$ cat src/rtl/data_mem_arbiter.sv
`default_nettype none
// ----------------------------------------------------------------------------
// data_mem_arbiter : CPU / debug arbiter for the single-port data memory,
//                    with bounded debug burst locking and read-data routing.
// Revision 1.0
// ----------------------------------------------------------------------------
module data_mem_arbiter #(
  parameter int AW       = 10,
  parameter int DW       = 16,
  parameter int LOCK_MAX = 8
) (
  input  logic          clk,
  input  logic          reset,
  input  logic          cpu_req,
  input  logic          cpu_we,
  input  logic [AW-1:0] cpu_addr,
  input  logic [DW-1:0] cpu_wdata,
  output logic          cpu_stall,
  output logic          cpu_rvalid,
  output logic [DW-1:0] cpu_rdata,
  input  logic          dbg_req,
  input  logic          dbg_we,
  input  logic          dbg_lock,
  input  logic [AW-1:0] dbg_addr,
  input  logic [DW-1:0] dbg_wdata,
  output logic          dbg_gnt,
  output logic          dbg_rvalid,
  output logic [DW-1:0] dbg_rdata,
  output logic [AW-1:0] mem_addr,
  output logic          mem_we,
  output logic [DW-1:0] mem_wdata,
  input  logic [DW-1:0] mem_rdata
);

  localparam logic [0:0] c_ST_ARB      = 1'b0;
  localparam logic [0:0] c_ST_DBG_LOCK = 1'b1;
  localparam logic       c_OWN_CPU     = 1'b0;
  localparam logic       c_OWN_DBG     = 1'b1;
  localparam logic [7:0] c_LOCK_MAX    = 8'(LOCK_MAX);

  logic [0:0]    r_state, w_stateNext;
  logic          r_lastOwner, w_lastOwnerNext;
  logic [7:0]    r_lockCnt, w_lockCntNext;
  logic          r_rdTagV, w_rdTagVNext;
  logic          r_rdTag, w_rdTagNext;
  logic [DW-1:0] r_cpuHold, r_dbgHold;
  logic          w_cpuWin, w_dbgWin;
  logic          w_cpuGnt, w_dbgGnt;
  logic          w_cpuRvalid, w_dbgRvalid;

  always_ff @(posedge clk or negedge reset) begin
    if (!reset) begin
      r_state     <= c_ST_ARB;
      r_lastOwner <= c_OWN_DBG;
      r_lockCnt   <= 8'd0;
      r_rdTagV    <= 1'b0;
      r_rdTag     <= c_OWN_CPU;
      r_cpuHold   <= '0;
      r_dbgHold   <= '0;
    end else begin
      r_state     <= w_stateNext;
      r_lastOwner <= w_lastOwnerNext;
      r_lockCnt   <= w_lockCntNext;
      r_rdTagV    <= w_rdTagVNext;
      r_rdTag     <= w_rdTagNext;
      if (w_cpuRvalid) r_cpuHold <= mem_rdata;
      if (w_dbgRvalid) r_dbgHold <= mem_rdata;
    end
  end

  always_comb begin
    w_cpuWin = 1'b0;
    w_dbgWin = 1'b0;
    // A saturated lock yields exactly one slot to a waiting CPU.
    if (r_state == c_ST_DBG_LOCK && dbg_req && dbg_lock) begin
      if (r_lockCnt == c_LOCK_MAX && cpu_req) w_cpuWin = 1'b1;
      else                                   w_dbgWin = 1'b1;
    end else if (cpu_req && dbg_req) begin
      w_cpuWin = (r_lastOwner == c_OWN_DBG);
      w_dbgWin = (r_lastOwner == c_OWN_CPU);
    end else begin
      w_cpuWin = cpu_req;
      w_dbgWin = dbg_req;
    end

    w_lastOwnerNext = r_lastOwner;
    if (w_cpuWin)      w_lastOwnerNext = c_OWN_CPU;
    else if (w_dbgWin) w_lastOwnerNext = c_OWN_DBG;

    w_rdTagVNext = (w_cpuWin & ~cpu_we) | (w_dbgWin & ~dbg_we);
    w_rdTagNext  = w_dbgWin;

    w_stateNext   = c_ST_ARB;
    w_lockCntNext = 8'd0;
    if (w_dbgWin && dbg_lock) begin
      w_stateNext = c_ST_DBG_LOCK;
      if (r_state == c_ST_ARB)          w_lockCntNext = 8'd1;
      else if (r_lockCnt == c_LOCK_MAX) w_lockCntNext = r_lockCnt;
      else                              w_lockCntNext = r_lockCnt + 8'd1;
    end
  end

  // Grants are masked while reset is held so the memory sees no access.
  always_comb begin
    w_cpuGnt  = w_cpuWin & reset;
    w_dbgGnt  = w_dbgWin & reset;
    mem_addr  = '0;
    mem_we    = 1'b0;
    mem_wdata = '0;
    if (w_cpuGnt) begin
      mem_addr  = cpu_addr;
      mem_we    = cpu_we;
      mem_wdata = cpu_wdata;
    end else if (w_dbgGnt) begin
      mem_addr  = dbg_addr;
      mem_we    = dbg_we;
      mem_wdata = dbg_wdata;
    end
    w_cpuRvalid = r_rdTagV & (r_rdTag == c_OWN_CPU);
    w_dbgRvalid = r_rdTagV & (r_rdTag == c_OWN_DBG);
  end

  assign cpu_stall  = cpu_req & ~w_cpuGnt;
  assign dbg_gnt    = w_dbgGnt;
  assign cpu_rvalid = w_cpuRvalid;
  assign dbg_rvalid = w_dbgRvalid;
  assign cpu_rdata  = w_cpuRvalid ? mem_rdata : r_cpuHold;
  assign dbg_rdata  = w_dbgRvalid ? mem_rdata : r_dbgHold;

endmodule
`default_nettype wire

$ cat config.mk
export PLATFORM = sky130hd
export DESIGN_NAME = data_mem_arbiter
export DESIGN_NICKNAME = d
export VERILOG_FILES = /design/src/rtl/data_mem_arbiter.sv
export SDC_FILE = /design/constraint.sdc
export NUM_CORES = 1
export LEC_CHECK = 0
export BUFFER_PORTS_ARGS = -buffer_cell sky130_fd_sc_hd__buf_4
export CAP_MARGIN = 0
export CORE_ASPECT_RATIO = 0.9
export CORE_MARGIN = 1
export CORE_UTILIZATION = 46
export DETAILED_ROUTE_END_ITERATION = 10
export GPL_ROUTABILITY_DRIVEN = 0
export PLACE_DENSITY = 0.88
export SLEW_MARGIN = 20
export SYNTH_ARGS = -nofsm -noshare
export SYNTH_HDL_FRONTEND = slang
export SYNTH_SLANG_ARGS = --single-unit
$ cat constraint.sdc
create_clock -name clk -period 1.9 [get_ports clk]
set_input_delay 0.285 -clock clk [delete_from_list [all_inputs] [get_ports clk]]
set_output_delay 0.285 -clock clk [all_outputs]
set_load 0.03 [all_outputs]
==> After elaboration in Yosys (flattened, before gate mapping) <==
Index checks and enable logic that the tools add are counted.
{ "word_totals": {"register_bits": 44} }
{ "classes": {"add_sub_neg": 1, "eq_ne": 2, "mux": 20, "bitwise": 13, "reduce_logical": 6} }
{ "ops": {"columns": ["op", "count"], "rows": [
  ["2-to-1 mux 16 bit", 4],
  ["2-to-1 mux 8 bit", 3],
  ["2-to-1 mux 10 bit", 2],
  ["2-to-1 mux 1 bit", 11],
  ["adder 8 x 1 -> 8 bit, second input constant", 1],
  ["== test 8 x 4 -> 1 bit, second input constant", 1],
  ["AND 1 bit", 7],
  ["logical AND 1 bit", 5],
  ["inverter 1 bit", 5],
  ["inequality test 3 bit, second input constant", 1],
  ["nonzero test 2 bit", 1],
  ["bitwise OR 1 bit", 1]
]} }

==> Longest topological paths before layout <==
{ "logic_depth": {"depth_word": 7, "depth_mapped": 8} }

==> Least setup slack after synthesis <==
OpenSTA, ideal clock, no wires.
{ "synth_timing": {"kind": "register to output", "from": "reg r_lockCnt[0]", "to": "out mem_addr[0]", "arrival_time_ps": 1619, "path_slack_ps": -4, "stages_incl_launch_ff": 9, "cell_sequence": "dfrtp_1 -> inv_1 -> ha_1 -> nor4b_4 -> nand2_2 -> buf_6 -> buf_6 -> o2111ai_1 -> nand3_1"} }
{ "synth_between": {"elab_chain_len": 7} }
{ "synth_lines": {"columns": ["element", "line_no", "text"], "rows": [
  ["start, declared", "43", "logic [7:0] r_lockCnt, w_lockCntNext;"],
  ["start signal, assigned", "63", "r_lockCnt <= w_lockCntNext;"],
  ["== test 8 x 4 -> 1 bit *", "76", "if (r_lockCnt == c_LOCK_MAX && cpu_req) w_cpuWin = 1'b1;"],
  ["logical AND 1 bit *", "76", null],
  ["2-to-1 mux 1 bit", "76", null],
  ["2-to-1 mux 1 bit", "75", "if (r_state == c_ST_DBG_LOCK && dbg_req && dbg_lock) begin"],
  ["AND 1 bit", "106", "w_dbgGnt = w_dbgWin & reset;"],
  ["2-to-1 mux 10 bit", "114", "end else if (w_dbgGnt) begin"],
  ["2-to-1 mux 10 bit *", "110", "if (w_cpuGnt) begin"],
  ["end, declared", "29", "output logic [AW-1:0] mem_addr,"]
]} }
Mark *: on every way between the ends. The rest lies on a longest branch, timed or not.

==> Worst setup path in the final report <==
{ "layout_timing": {"from": "reg r_lockCnt[0]", "to": "out mem_we"} }
{ "layout_between": {"elab_chain_len": 7} }
{ "layout_lines": {"columns": ["element", "line_no", "text"], "rows": [
  ["== test 8 x 4 -> 1 bit *", "76", null],
  ["logical AND 1 bit *", "76", null],
  ["2-to-1 mux 1 bit", "76", null],
  ["2-to-1 mux 1 bit", "75", null],
  ["AND 1 bit", "106", null],
  ["2-to-1 mux 1 bit", "114", null],
  ["2-to-1 mux 1 bit *", "110", null],
  ["end, declared", "30", "output logic mem_we,"]
]} }
Marks and branches as above.

==> results.sh <==
export IMPL_seqCellArea_sq_um=1100
export IMPL_design_die_area_sq_um=6100
export IMPL_crit_family="simple AND/OR/NAND/NOR gates"
export IMPL_clock_sinks=44
export IMPL_syn_nets=346
export IMPL_grt_pass1_vias=2656
export IMPL_hp_class="input port to flip-flop"
export IMPL_grt_ovfl_total=0
export IMPL_rows=25
export IMPL_final_layout_size_suffix_gt1_share_pct=57.1
export IMPL_clk_latency_ns=0.30
export IMPL_worst_slack_ns=-0.437
export IMPL_vias=2909
export IMPL_yosysWarningCount=0
export IMPL_setup_viol=29
export IMPL_ys_seq_area_share_pct=41.4
export IMPL_syn_to_final_growth_pct=57.7
export IMPL_final_common_cell="buf_4"
export IMPL_clockRootBuffer="clkbuf_8"
export IMPL_synth_area_per_cell_sq_um=9.90
export IMPL_initial_core_util_pct=49.2
export IMPL_dp_final_hpwl_um=6190
export IMPL_cts_clk_slew_worst_paths_ns=0.08
export IMPL_required_ns=1.62
export IMPL_drt_iter0_markers=207
export IMPL_crit_type="flip-flop to primary output"
export IMPL_ys_ff_latch=44
export IMPL_ir_worst_vdd_uv=876
export IMPL_nets=489
export IMPL_rsz0062_at_grt="true"
export IMPL_p_leak_nw=1.98
export IMPL_cap_violations=0
export IMPL_multiInputGateArea_sq_um=1520
export IMPL_period_needed_ns=2.34
export IMPL_start_kind="flip-flop"
export IMPL_slew_headroom_pct=67.4
export IMPL_power_density_nw_per_um2=809
export IMPL_wl_um=8980
export IMPL_hold_viol_final=0
export IMPL_port_buffers=137
export IMPL_htreeDepth=2
export IMPL_drt_pass1_iterations=6
export IMPL_end_kind="primary output"
export IMPL_status="complete, but fails checks"
export IMPL_skew_ns=0.00445
export IMPL_netlist_area_sq_um=2660
export IMPL_period_share_pct=123
export IMPL_antenna_found_initial=0
export IMPL_grt_pass1_wl_um=13000
export IMPL_violations="setup timing"
export IMPL_core_area_sq_um=5410
export IMPL_cpMaxStageDelayCell="dfrtp_1"
export IMPL_clockBufferDepth=2
export IMPL_die_h_um=74.2
export IMPL_ant_nets=0
export IMPL_die_x_um=82.2
export IMPL_r2r_slack_ns=0.08
export IMPL_fin_util_pct=77.6
export IMPL_cts_made_buffers=5
export IMPL_pre_cts_slack_ns=-0.0580
export IMPL_hold_ws_ns=0.187
export IMPL_syn_instance_count=269
export IMPL_track_usage_pct=28.2
export IMPL_wl_per_cell_um=18.7
export IMPL_grt_max_degree=55
export IMPL_ioPinCount=138
export IMPL_cts_tree="yes"
export IMPL_nFillCells=358
export IMPL_max_freq_mhz=428
export IMPL_vias_per_cell=6.06
export IMPL_synth_distinct_cells=35
export IMPL_slowest_delay_ns=0.40
export IMPL_critPathMaxFanout=28
export IMPL_worst_pin_slew_ns=0.489
export IMPL_drc_errors=0
export IMPL_crit_arrival_ns=2.05
export IMPL_cp_num_buf_inv=3
export IMPL_finalMaxSlewViolations=0
export IMPL_mostFrequentLayoutCells="buf_4 (146), nand3_1 (45), dfrtp_1 (43)"
export IMPL_crit_chain="inv_2, ha_4, nor4b_4, nand2_2, buf_12, o2111ai_1, nand3_1, buf_4"
export IMPL_antenna_cells=0
[layout make-up]
class / count / area share, %
clock buffer: 5 / 1.64
tap: 67 / 2.00
inverter: 8 / 0.715
multi-input combinational: 188 / 36.1
clock inverter: 3 / 1.10
timing repair buffer: 165 / 32.2
sequential: 44 / 26.2
[what timing repair did]
action / 4_1_cts / 5_1_grt
endpoints found under the hold margin: 3 / 0
setup buffers: 5 / 2
resized for setup: 15 / 15
hold buffers: 1 / 0
pin swaps: 1 / 1
endpoints found under the setup margin: 29 / 46
gates cloned: 0 / 0
[kinds of logic after synthesis]
logic type	Yosys count	synth area share (%)
simple gates	107	22.2
flops	44	41.4
compound gates	42	13.4
buf+inv	37	6.86
mux	32	13.5
xor+xnor	5	1.64
fa+ha+maj	2	0.939
[Yosys cell counts (all sizes together)]
| master | count | area (sq um) |
|---|---|---|
| o32ai | 1 | 8.76 |
| dfrtp | 43 | 1080 |
| a21oi | 1 | 5.00 |
| nor3b | 1 | 7.51 |
| nand4 | 27 | 169 |
| nor2 | 3 | 13.8 |
| nand3b | 1 | 7.51 |
| a211oi | 4 | 35.0 |
| inv | 8 | 30.0 |
| xor2 | 2 | 17.5 |
| nor3 | 2 | 10.0 |
| a31o | 1 | 8.76 |
| o21a | 2 | 15.0 |
| nand2b | 2 | 12.5 |
| dfstp | 1 | 26.3 |
| nand2 | 9 | 36.3 |
| buf | 17 | 108 |
| mux2 | 32 | 360 |
| o2111ai | 27 | 236 |
| or3 | 1 | 6.26 |
| xnor2 | 3 | 26.3 |
| and3 | 2 | 12.5 |
| nor4b | 1 | 23.8 |
| o21ai | 3 | 22.5 |
| clkbuf | 12 | 45.0 |
| ha | 2 | 25.0 |
| and2 | 2 | 12.5 |
| a221oi | 3 | 26.3 |
| nand3 | 56 | 280 |
[where the power goes]
| group | switching, W | total [W] | internal (W) |
|---|---|---|---|
| clock | 0.000321 | 0.000716 | 0.000396 |
| sequential | 0.0000512 | 0.00118 | 0.00112 |
| combinational | 0.000878 | 0.00151 | 0.000629 |
[layer usage]
metal | wire [um] | part of all wire [%] | vias up | track usage [%]
met3 | 532 | 5.9 | 29 | 5.15
li1 | - | - | 1329 | -
met2 | 4720 | 53 | 142 | 47.1
met5 | 0 | 0 | - | 0
met4 | 231 | 2.6 | 0 | 10.5
met1 | 3490 | 39 | 1409 | 36.3
[sequential cells by signal (all words and copies together), names as in the netlist]
register	cells
r_cpuHold	16
r_dbgHold	16
r_lastOwner	1
r_lockCnt	8
r_rdTag	1
r_rdTagV	1
r_state	1
[worst paths after layout]
check | to | cells past startpoint | start
worst max-delay path | mem_we | 8 | r_lockCnt[0]$_DFFE_PN0P_
worst min-delay path | r_rdTagV$_DFF_PN0_ | 2 | dbg_we
worst max register to register | r_lockCnt[1]$_DFFE_PN0P_ | 9 | r_lockCnt[0]$_DFFE_PN0P_
worst min register to register | r_dbgHold[10]$_DFF_PN0_ | 1 | r_dbgHold[10]$_DFF_PN0_
max in group asynchronous | r_state$_DFF_PN0_ | 3 | reset
min in group asynchronous | r_lastOwner$_DFFE_PN1P_ | 2 | reset
[metrics by stage]
step	total power [W]	cells	TNS, ns	instance area (sq um)
5_1_grt	0.00355	480	-12.19	4200
4_1_cts	0.00340	479	-8.76	4110
3_5_place_dp	0.00266	465	-0.442	3890
6_report	0.00340	480	-9.89	4200
2_1_floorplan	0.00205	269	0	2710
3_3_place_gp	0.00261	465	-0.00263	3890
Power figures use the tool's default switching activity.
